File: src/rtl/vga_pkg.sv
// Types and constants shared by the VGA pixel pipeline and the sync/position generator.
package vga_pkg;

  localparam int RGB_W     = 12;
  localparam int H_VIS_DEF = 640;
  localparam int V_VIS_DEF = 480;

  typedef enum logic [1:0] {
    RIGHT_DOWN = 2'b00,
    RIGHT_UP   = 2'b01,
    LEFT_DOWN  = 2'b10,
    LEFT_UP    = 2'b11
  } dir_t;

endpackage

File: src/rtl/vga_sprite_motion.sv
// Sprite position and bounce-direction state, updated once per frame after the last visible pixel.
module vga_sprite_motion
  import vga_pkg::*;
#(
  parameter int H_VIS    = H_VIS_DEF,
  parameter int V_VIS    = V_VIS_DEF,
  parameter int SPR_SIZE = 32,
  parameter int STEP     = 2,
  parameter int X0       = 100,
  parameter int Y0       = 60
) (
  input  logic        clk,
  input  logic        srst,
  input  logic        p_clk,
  input  logic        freeze,
  input  logic [11:0] xpos,
  input  logic [11:0] ypos,
  output logic [11:0] spr_x,
  output logic [11:0] spr_y
);

  dir_t        state_reg, state_next;
  logic [11:0] spr_x_reg, spr_x_next;
  logic [11:0] spr_y_reg, spr_y_next;
  logic        frame_tick;
  logic        x_left, y_up, x_left_next, y_up_next;
  logic [12:0] nx, ny;

  assign frame_tick = p_clk && (xpos == 12'(H_VIS - 1)) && (ypos == 12'(V_VIS - 1));
  assign nx = {1'b0, spr_x_reg} + 13'(STEP);
  assign ny = {1'b0, spr_y_reg} + 13'(STEP);

  always_ff @(posedge clk) begin
    if (srst) begin
      state_reg <= RIGHT_DOWN;
      spr_x_reg <= 12'(X0);
      spr_y_reg <= 12'(Y0);
    end else if (p_clk) begin
      state_reg <= state_next;
      spr_x_reg <= spr_x_next;
      spr_y_reg <= spr_y_next;
    end
  end

  always_comb begin
    x_left      = (state_reg == LEFT_DOWN) || (state_reg == LEFT_UP);
    y_up        = (state_reg == RIGHT_UP) || (state_reg == LEFT_UP);
    x_left_next = x_left;
    y_up_next   = y_up;
    spr_x_next  = spr_x_reg;
    spr_y_next  = spr_y_reg;
    state_next  = state_reg;
    if (frame_tick && !freeze) begin
      // Each axis bounces independently; a corner flips both on the same tick.
      if (!x_left) begin
        if (nx >= 13'(H_VIS - SPR_SIZE)) begin
          spr_x_next  = 12'(H_VIS - SPR_SIZE);
          x_left_next = 1'b1;
        end else begin
          spr_x_next = nx[11:0];
        end
      end else if (spr_x_reg <= 12'(STEP)) begin
        spr_x_next  = '0;
        x_left_next = 1'b0;
      end else begin
        spr_x_next = spr_x_reg - 12'(STEP);
      end

      if (!y_up) begin
        if (ny >= 13'(V_VIS - SPR_SIZE)) begin
          spr_y_next = 12'(V_VIS - SPR_SIZE);
          y_up_next  = 1'b1;
        end else begin
          spr_y_next = ny[11:0];
        end
      end else if (spr_y_reg <= 12'(STEP)) begin
        spr_y_next = '0;
        y_up_next  = 1'b0;
      end else begin
        spr_y_next = spr_y_reg - 12'(STEP);
      end

      case ({x_left_next, y_up_next})
        2'b00:   state_next = RIGHT_DOWN;
        2'b01:   state_next = RIGHT_UP;
        2'b10:   state_next = LEFT_DOWN;
        default: state_next = LEFT_UP;
      endcase
    end
  end

  assign spr_x = spr_x_reg;
  assign spr_y = spr_y_reg;

endmodule

File: src/rtl/vga_sprite_gen.sv
// Two-stage pixel pipeline drawing a bouncing square sprite, with sync/active re-timed to match.
// Optional build macro VGA_SPRITE_BORDER_EN adds a white one-pixel frame around the visible area.
module vga_sprite_gen
  import vga_pkg::*;
#(
  parameter int               H_VIS      = H_VIS_DEF,
  parameter int               V_VIS      = V_VIS_DEF,
  parameter int               SPR_SIZE   = 32,
  parameter int               STEP       = 2,
  parameter int               X0         = 100,
  parameter int               Y0         = 60,
  parameter logic [RGB_W-1:0] SPR_COLOUR = 12'hF00,
  parameter logic [RGB_W-1:0] BG_COLOUR  = 12'h000,
  parameter logic             SYNC_IDLE  = 1'b1
) (
  input  logic        CLK,
  input  logic        RST,
  input  logic        P_CLK,
  input  logic        FREEZE,
  input  logic [11:0] XPOS,
  input  logic [11:0] YPOS,
  input  logic        HSYNC_IN,
  input  logic        VSYNC_IN,
  input  logic        DISP_ACTIVE_IN,
  output logic        HSYNC,
  output logic        VSYNC,
  output logic        DISP_ACTIVE,
  output logic [3:0]  Ro,
  output logic [3:0]  Go,
  output logic [3:0]  Bo
);

  logic [11:0]      spr_x, spr_y;
  logic [12:0]      x13, y13, sx13, sy13;
  logic             hit;
  logic             hit_s1_reg, active_s1_reg, hsync_s1_reg, vsync_s1_reg;
  logic             hsync_reg, vsync_reg, active_reg;
  logic [RGB_W-1:0] rgb_reg, rgb_next;

  vga_sprite_motion #(
    .H_VIS    (H_VIS),
    .V_VIS    (V_VIS),
    .SPR_SIZE (SPR_SIZE),
    .STEP     (STEP),
    .X0       (X0),
    .Y0       (Y0)
  ) u_motion (
    .clk    (CLK),
    .srst   (RST),
    .p_clk  (P_CLK),
    .freeze (FREEZE),
    .xpos   (XPOS),
    .ypos   (YPOS),
    .spr_x  (spr_x),
    .spr_y  (spr_y)
  );

  // Widened so spr + SPR_SIZE cannot wrap near the top of the 12-bit range.
  assign x13  = {1'b0, XPOS};
  assign y13  = {1'b0, YPOS};
  assign sx13 = {1'b0, spr_x};
  assign sy13 = {1'b0, spr_y};
  assign hit  = (x13 >= sx13) && (x13 < sx13 + 13'(SPR_SIZE)) &&
                (y13 >= sy13) && (y13 < sy13 + 13'(SPR_SIZE));

`ifdef VGA_SPRITE_BORDER_EN
  logic border_s1_reg;
  always_ff @(posedge CLK) begin
    if (RST) begin
      border_s1_reg <= 1'b0;
    end else if (P_CLK) begin
      border_s1_reg <= (XPOS == 12'd0) || (XPOS == 12'(H_VIS - 1)) ||
                       (YPOS == 12'd0) || (YPOS == 12'(V_VIS - 1));
    end
  end
`endif

  always_ff @(posedge CLK) begin
    if (RST) begin
      hit_s1_reg    <= 1'b0;
      active_s1_reg <= 1'b0;
      hsync_s1_reg  <= SYNC_IDLE;
      vsync_s1_reg  <= SYNC_IDLE;
      rgb_reg       <= '0;
      active_reg    <= 1'b0;
      hsync_reg     <= SYNC_IDLE;
      vsync_reg     <= SYNC_IDLE;
    end else if (P_CLK) begin
      hit_s1_reg    <= hit;
      active_s1_reg <= DISP_ACTIVE_IN;
      hsync_s1_reg  <= HSYNC_IN;
      vsync_s1_reg  <= VSYNC_IN;
      rgb_reg       <= rgb_next;
      active_reg    <= active_s1_reg;
      hsync_reg     <= hsync_s1_reg;
      vsync_reg     <= vsync_s1_reg;
    end
  end

  always_comb begin
    rgb_next = '0;
    if (active_s1_reg) begin
`ifdef VGA_SPRITE_BORDER_EN
      if (border_s1_reg)   rgb_next = 12'hFFF;
      else if (hit_s1_reg) rgb_next = SPR_COLOUR;
      else                 rgb_next = BG_COLOUR;
`else
      if (hit_s1_reg) rgb_next = SPR_COLOUR;
      else            rgb_next = BG_COLOUR;
`endif
    end
  end

  assign {Ro, Go, Bo} = rgb_reg;
  assign HSYNC        = hsync_reg;
  assign VSYNC        = vsync_reg;
  assign DISP_ACTIVE  = active_reg;

endmodule

File: config.mk
export PLATFORM = sky130hd
export DESIGN_NAME = vga_sprite_gen
export DESIGN_NICKNAME = d
export VERILOG_FILES = /design/src/rtl/vga_pkg.sv /design/src/rtl/vga_sprite_motion.sv /design/src/rtl/vga_sprite_gen.sv
export SDC_FILE = /design/constraint.sdc
export NUM_CORES = 1
export LEC_CHECK = 0
export BUFFER_PORTS_ARGS = -buffer_cell sky130_fd_sc_hd__buf_2
export CORE_ASPECT_RATIO = 1.2
export CORE_MARGIN = 5
export CORE_UTILIZATION = 60
export CTS_BUF_LIST = sky130_fd_sc_hd__clkbuf_8
export CTS_CLUSTER_DIAMETER = 150
export DETAILED_ROUTE_END_ITERATION = 10
export GPL_TIMING_DRIVEN = 0
export PLACE_DENSITY_LB_ADDON = 0.12
export SLEW_MARGIN = 20
export SYNTH_ARGS = -nofsm -noshare
export SYNTH_HDL_FRONTEND = slang
export SYNTH_SLANG_ARGS = --single-unit
export TNS_END_PERCENT = 20
File: constraint.sdc
create_clock -name CLK -period 3.6 [get_ports CLK]
set_input_delay 0.54 -clock CLK [delete_from_list [all_inputs] [get_ports CLK]]
set_output_delay 0.54 -clock CLK [all_outputs]
set_load 0.005 [all_outputs]
## Word-level counts from Yosys, hierarchy flattened

Index checks and enable logic that the tools add are counted.

| storage, ports and cells | value |
|---|---|
| register bits | 45 |
| output and inout port bits | 15 |
| logic and storage cells | 60 |

| cells by class | value |
|---|---|
| add/subtract/negate cells | 6 |
| $lt $le $gt $ge | 8 |
| equal/unequal tests | 7 |
| multiplexer cells | 17 |
| reduce and logical (&&, ||, !) cells | 11 |

Operators with widths:

| kind | count |
|---|---|
| 12-bit two-way mux | 8 |
| 12-bit by 2-bit adder with 13-bit output, second input constant | 2 |
| 12-bit by 6-bit adder with 13-bit output, second input constant | 2 |
| 12-bit by 13-bit less-than comparator with 1-bit output | 2 |
| 12-bit greater-or-equal comparator | 2 |
| 12-bit by 2-bit less-or-equal comparator with 1-bit output, second input constant | 2 |
| 12-bit by 2-bit subtractor with 12-bit output, second input constant | 2 |
| 13-bit by 10-bit greater-or-equal comparator with 1-bit output, second input constant | 1 |
| 13-bit by 9-bit greater-or-equal comparator with 1-bit output, second input constant | 1 |
| 12-bit by 10-bit == test with 1-bit output, second input constant | 1 |
| 12-bit by 9-bit == test with 1-bit output, second input constant | 1 |
| 1-bit two-way mux | 8 |
| 2-bit == test, second input constant | 3 |
| 1-bit logical AND | 6 |
| 2-bit one-hot mux with 3 select lines | 1 |
| 2-bit by 1-bit == test with 1-bit output, second input constant | 2 |
| 2-bit zero test | 1 |
| 1-bit logical OR | 2 |
| 2-bit AND reduction | 1 |
| 1-bit zero test | 1 |

## Longest topological paths before layout

Gate-level depths: netlist (run 1).

| logic depth | value |
|---|---|
| depth in word-level cells | 7 |
| gate-level depth with buffers | 11 |

## By module

A second synthesis (run 1) with hierarchy kept.

| second synthesis, totals | value |
|---|---|
| cells, all modules | 486 |
| area, all modules | 3,626.0 µm² |

By module, submodules not included:

| module | times used | cells each | area an instance (µm²) | sequential area each (µm²) |
|---|---|---|---|---|
| vga_sprite_motion | 1 | 297 | 2,112.0 | 480.5 |
| vga_sprite_gen | 1 | 189 | 1,514.0 | 160.2 |

## Least setup slack after synthesis (run 1)

Ideal clock, no wire load.

| timing path | value |
|---|---|
| kind | register -> register |
| start | register u_motion.spr_x_reg[1], in the netlist u_motion.spr_x[1] |
| end | register u_motion.spr_x_reg[5], in the netlist u_motion.spr_x[5] |
| library setup time | 122 ps |
| arrival | 2,021 ps |
| required time | 3,478 ps |
| path slack | 1,457 ps |
| stages on the path, launching flop included | 9 |
| buffers on the path | 1 |
| path through | dfxtp_1 > ha_1 > and3_2 > clkbuf_1 > nand2_1 > xnor2_1 > o41ai_4 > a2bb2oi_1 > a221o_1 |

| between the ends | value |
|---|---|
| word-level cells in the longest chain between the ends | 4 |
| elaborated cells on any way between the ends | 7 |
| those cells by class | add/sub (2); order compare (2); mux (3) |

Ends and longest elaborated chain:

| item | RTL line | RTL |
|---|---|---|
| start, declared | vga_sprite_motion.sv:23 | `logic [11:0] spr_x_reg, spr_x_next;` |
| start signal, assigned | vga_sprite_motion.sv:36 | `spr_x_reg <= 12'(X0);` |
| start signal, assigned | vga_sprite_motion.sv:40 | `spr_x_reg <= spr_x_next;` |
| 12-bit by 2-bit adder with 13-bit output | vga_sprite_motion.sv:30 | `assign nx = {1'b0, spr_x_reg} + 13'(STEP);` |
| 13-bit by 10-bit greater-or-equal comparator with 1-bit output | vga_sprite_motion.sv:56 | `if (nx >= 13'(H_VIS - SPR_SIZE)) begin` |
| 12-bit two-way mux | vga_sprite_motion.sv:56 |  |
| 12-bit two-way mux * | vga_sprite_motion.sv:55 | `if (!x_left) begin` |

Mark *: on every way between the ends. The rest lies on a longest branch, timed or not.
A chain may end at the register's enable or synchronous reset.

## Final worst setup path (run 1)

| timing path | value |
|---|---|
| start | input port XPOS[8] |
| end | register u_motion.spr_x_reg[4], in the netlist u_motion.spr_x[4] |

| between the ends | value |
|---|---|
| word-level cells in the longest chain between the ends | 5 |

Ends and longest elaborated chain:

| item | RTL line | RTL |
|---|---|---|
| start, declared | vga_sprite_gen.sv:20 | `input logic [11:0] XPOS,` |
| 12-bit by 10-bit == test with 1-bit output | vga_sprite_motion.sv:29 | `assign frame_tick = p_clk && (xpos == 12'(H_VIS - 1)) && (ypos == 12'(V_VIS - 1));` |
| 1-bit logical AND (2 in a row) | vga_sprite_motion.sv:29 |  |
| 1-bit logical AND | vga_sprite_motion.sv:53 | `if (frame_tick && !freeze) begin` |
| 2-bit AND reduction (no line) | -- |  |

Every way passes these cells.

==> flow_metrics.tcl, run 1 <==
set metrics [dict create \
    crit_top_cell "clkbuf_1" \
    place.gp.congestion 0.903 \
    vias_per_cell 6.04 \
    placedCellCount 533 \
    slowest_delay_ns 0.65 \
    ant_nets 0 \
    cts.sinks 32 \
    die_area_um2 7130 \
    fillers 456 \
    area_delta_synth_final_pct 11.6 \
    synth_edf_count 0 \
    initial_core_util_pct 62.3 \
    yosys.area.top_type "dfxtp_1" \
    synthFlopType "dfxtp_1" \
    die_w_um 77.9 \
    ctsHoldBuffers 0 \
    h-tree-depth 2 \
    crit_fanout 10 \
    wl_um 8710 \
    grt_first_pass_wirelength_um 14300 \
    io_buffers 37 \
    min_period_over_period_pct 79.3 \
    synth_top_area_share_pct 19.3 \
    nets 555 \
    synth-seq-cells 32 \
    cp_top_family "simple AND/OR/NAND/NOR gates" \
    rsz0062_at_grt "no" \
    grt_usage_pct 24.3 \
    die_y_um 91.5 \
    peakVddDrop_mv 0.203 \
    p_seq_share_pct 46.7 \
    worstSetupStartpointType "input port" \
    p_sw_share_pct 24.8 \
    async_reset_ff_share_pct 0 \
    synthTopCellsByCount "ha_1 (46), dfxtp_1 (32), a21oi_1 (30), nor2_1 (30), o21ai_0 (29)" \
    outcome "completed" \
    grt_max_degree 11 \
    clk_latency_ns 0.29 \
    clockPowerShare_pct 39.9 \
    dp_hpwl_um 6900 \
    cp.arrival_ns 3.01 \
    criticalPathCategory "input port to register" \
    syn_area_um2 3320 \
    core-area_um2 5330 \
    tns_ns 0 \
    routedWlPerCell_um 16.1 \
    vias 3263 \
    ys_top_cells_by_area "dfxtp_1 (19%), ha_1 (17%), xnor2_1 (6.1%), a21oi_1 (4.5%), o21ai_0 (4.4%)" \
    rows 29 \
    drc 0 \
    crit_chain "buf_2, nand4bb_1, nor4_2, and2_1, clkbuf_1, clkbuf_1, o21ai_0, a31oi_1, nor3_1" \
    synthMostInstantiatedCell "ha_1" \
    stdcell_count 540 \
    slowest_stage "nor4_2" \
    hold_violations 0 \
    synthesis.instances 427 \
    period_needed_ns 2.86 \
    final_layout_size_suffix_gt1_share_pct 15.5 \
    ys_warn_count 0 \
    intPower_uw 580 \
    synth.yosys.seq_area_share_pct 19.3 \
    p_switching_uw 191 \
    path_clk_slew_ns 0.07 \
    power.density_nw_per_um2 208 \
    required_ns 3.75 \
    grt_pass1_vias 3079 \
    cts_tree "done" \
    cts_resized 0 \
    pin_count 46 \
    maxSlewHeadroom_pct 45.1 \
    setup_viol 0 \
    overflow 0 \
    slew_violations 0 \
    synth_area_per_cell_um2 7.78 \
    fin_skew_ns 0.00366 \
    fmax_mhz 350 \
    cp_num_buf_inv 3 \
    netlist-cell-type-count 61 \
    end_kind "register" \
    antenna_found_initial 0 \
    hold_path.class "input port to register" \
    combPwrFrac_pct 13.4 \
    cts_made_buffers 5 \
    drtIter0Drc 243 \
    cts_setup_buffers 0 \
    num_antenna_cells 0 \
    cts_buffer_depth 2 \
    root_buffer "clkbuf_8" \
    dr.pass1.iters 5 \
    drv_cap 0 \
    power.leakage_uw 0.00157 \
    tightest_slew_ns 0.816 \
]
-- logic make-up after synthesis --
| group | synth area share (%) |
|---|---|
| simple gates | 23.2 |
| compound gates | 23.8 |
| buf+inv | 9.42 |
| fa+ha+maj | 17.3 |
| flops | 19.3 |
| xor+xnor | 6.33 |
| mux | 0.603 |
| other cells | 0.113 |
-- layout make-up --
type	count	area (um^2)	area share, %
buffer	36	208	5.60
timing repair buffer	37	185	4.99
multi-input combinational	338	2390	64.6
inverter	28	105	2.83
sequential	32	641	17.3
tap	62	77.6	2.09
clock buffer	7	96.3	2.60
-- power groups by stage --
stage	registers, uW	clock network, uW	logic, uW
after floorplan	368	0	62.4
after global placement	368	0	99.1
after detailed placement	368	0	103
after CTS	360	312	103
after global routing	361	327	116
final	360	307	104
-- final timing paths --
check	startpoint	depth (start not counted)	end	slack, ns
worst max-delay path	XPOS[8]	9	u_motion.spr_x[4]	0.74
worst min-delay path	HSYNC_IN	2	hsync_s1_reg	0.46
worst max register to register	u_motion.spr_x[1]	8	u_motion.spr_x[6]	1.06
worst min register to register	hsync_s1_reg	1	HSYNC	0.46
-- placed cells by master (no fill, tap or decap), types with 3 or more instances in the layout --
master    instances
ha_1             46
buf_2            42
dfxtp_1          32
nor2_1           30
a21oi_1          30
o21ai_0          29
inv_1            28
xnor2_1          23
nand3_1          21
nand2_1          17
clkbuf_1         15
nor3_1           15
nand4_1          13
buf_4            11
a21o_1           10
nor4_1            8
a31oi_1           8
conb_1            8
clkbuf_8          7
nor2b_1           6
nand4b_1          5
a211o_1           5
and3_1            4
o31ai_1           4
nand2b_1          4
o21a_1            4
buf_6             3
and2_1            3
a211oi_1          3
o31a_1            3
-- worst reg2reg max path, stage by stage, from the launching register on --
cell and delay (ns):
dfxtp_1 0.47, ha_1 0.27, and3_2 0.19, clkbuf_1 0.22, nand2_1 0.10, xnor2_1 0.18
o41ai_4 0.54, a2bb2oi_1 0.17, a221o_1 0.29
-- metal layers --
metal / up-vias / track usage (%) / wire length [um]
met4: 0 / 11.7 / 234
li1: 1642 / - / -
met5: - / 0 / 0
met1: 1509 / 27.7 / 3420
met3: 16 / 3.47 / 502
met2: 96 / 43.7 / 4560
-- through the flow --
| step | utilization [%] | setup WS (ns) | hold slack [ns] | cell area (um^2) | total power [uW] |
|---|---|---|---|---|---|
| global placement | 67.7 | 0.636 | 0.437 | 3610 | 467 |
| finish | 69.5 | 0.744 | 0.459 | 3710 | 771 |
| detailed placement | 67.7 | 0.599 | 0.447 | 3610 | 471 |
| CTS | 69.5 | 0.884 | 0.455 | 3710 | 776 |
| global route | 69.5 | 0.646 | 0.456 | 3710 | 804 |
| floorplan | - | 1.46 | 0.431 | 3350 | 431 |
Power figures use the tool's default switching activity.
==> inputs of run 2 (changes only) <==
==> constraint.sdc (replaced) <==
create_clock -name CLK -period 2.7 [get_ports CLK]
set_input_delay 0.405 -clock CLK [delete_from_list [all_inputs] [get_ports CLK]]
set_output_delay 0.405 -clock CLK [all_outputs]
set_load 0.005 [all_outputs]
==> flow_metrics.tcl, run 2 (synthesized netlist as in run 1, its figures left out) <==
set metrics [dict create \
    outcome "completed" \
    die_w_um 77.9 \
    fin_skew_ns 0.00253 \
    grt_first_pass_wirelength_um 14300 \
    cts_setup_buffers 0 \
    power.density_nw_per_um2 277 \
    criticalPathCategory "input port to register" \
    routedWlPerCell_um 16.2 \
    slowest_delay_ns 0.63 \
    path_clk_slew_ns 0.07 \
    final_layout_size_suffix_gt1_share_pct 15.7 \
    cp-startpoint "XPOS[8]" \
    worstSetupStartpointType "input port" \
    cts.sinks 32 \
    rows 29 \
    nets 555 \
    r2r-start "u_motion.spr_x[1]" \
    mostFrequentLayoutCell "ha_1" \
    initial_core_util_pct 62.3 \
    cts_buffer_depth 2 \
    vias_per_cell 6.04 \
    overflow 0 \
    pin_count 46 \
    tns_ns 0 \
    die_y_um 91.5 \
    rsz0062_at_grt "no" \
    r2r_cells 8 \
    ant_nets 0 \
    crit_fanout 10 \
    maxSlewHeadroom_pct 43.9 \
    area_delta_synth_final_pct 11.6 \
    hold_violations 0 \
    h-tree-depth 2 \
    cts_made_buffers 5 \
    fillers 455 \
    slowest_stage "nor4_2" \
    hold_depth 2 \
    num_antenna_cells 0 \
    grt_max_degree 11 \
    required_ns 2.85 \
    crit_top_cell "clkbuf_1" \
    cts_tree "done" \
    hold_path.class "input port to register" \
    r2r_end "u_motion.spr_x[6]" \
    dr.pass1.iters 4 \
    dp_hpwl_um 6900 \
    min_period_over_period_pct 96.2 \
    wl_um 8750 \
    min_to "hsync_s1_reg" \
    tightest_slew_ns 0.834 \
    cp.arrival_ns 2.74 \
    fmax_mhz 385 \
    vias 3264 \
    period_needed_ns 2.60 \
    layout_common_cells "ha_1 (46), buf_2 (42), dfxtp_1 (32)" \
    r2r_slack_ns 0.21 \
    power.leakage_uw 0.00157 \
    clk_latency_ns 0.29 \
    place.gp.congestion 0.903 \
    root_buffer "clkbuf_8" \
    io_buffers 37 \
    drc 0 \
    end_kind "register" \
    slew_violations 0 \
    grt_pass1_vias 3079 \
    ctsHoldBuffers 0 \
    core-area_um2 5330 \
    antenna_found_initial 0 \
    drtIter0Drc 217 \
    drv_cap 0 \
    grt_usage_pct 24.3 \
    cts_resized 0 \
    peakVddDrop_mv 0.273 \
    hp-start "HSYNC_IN" \
    die_area_um2 7130 \
    crit_chain "buf_2, nand4bb_1, nor4_2, and2_1, clkbuf_1, clkbuf_1, o21ai_0, nand2_1, a31oi_1" \
    power_uw 1030 \
    setup_viol 0 \
]
## run 2: cell counts in the layout (fill, tap and decap cells not counted)
No cell type changed its count.
## run 2: stage by stage
stage	util [%]	hold slack, ns	instance area (um^2)	cells	setup WS [ns]
after floorplan	-	0.431	3350	434	0.557
after global placement	67.7	0.437	3610	533	-0.129
after detailed placement	67.7	0.447	3610	533	-0.166
after CTS	69.5	0.320	3710	540	0.119
after global routing	69.5	0.321	3710	540	0.0169
final	69.5	0.325	3710	540	0.103
## run 2: how the worst max path moves through the flow
stage,to,slack [ns],cells past startpoint
floorplan,u_motion.spr_x[5],0.56,8
global placement,u_motion.spr_x[4],-0.13,9
detailed placement,u_motion.spr_x[4],-0.17,9
CTS,u_motion.spr_x[4],0.12,9
global route,u_motion.spr_x[3],0.02,9
finish,u_motion.spr_x[3],0.10,9
## run 2: worst max-delay path: cells and delay by family
kind            cells  cell delay (ns)
buf+inv             3             0.89
compound gates      2             0.27
simple gates        4             1.17
## run 2: per-layer routing
layer	share of wire [%]	wire length (um)	vias to the layer above	GRT usage, %
li1	-	-	1644	-
met4	2.6	227	0	11.7
met3	4.8	424	15	3.47
met1	40	3480	1516	27.7
met2	53	4620	89	43.7
met5	0	0	-	0
## run 2: power by group
group          total (uW)  switching [uW]  leakage [uW]  internal [uW]
logic                 138            69.5       0.00126           68.5
registers             480            2.77      0.000259            478
clock network         408             181     0.0000503            227
total                1030             253       0.00157            773
## run 2: layout make-up
type | instances | area, um^2 | share of cell area [%]
Buffer | 36 | 209 | 5.63
Timing Repair Buffer | 37 | 185 | 4.99
Sequential cell | 32 | 641 | 17.3
Tap cell | 62 | 77.6 | 2.09
Inverter | 28 | 105 | 2.83
Multi-Input combinational cell | 338 | 2390 | 64.6
Clock buffer | 7 | 96.3 | 2.60
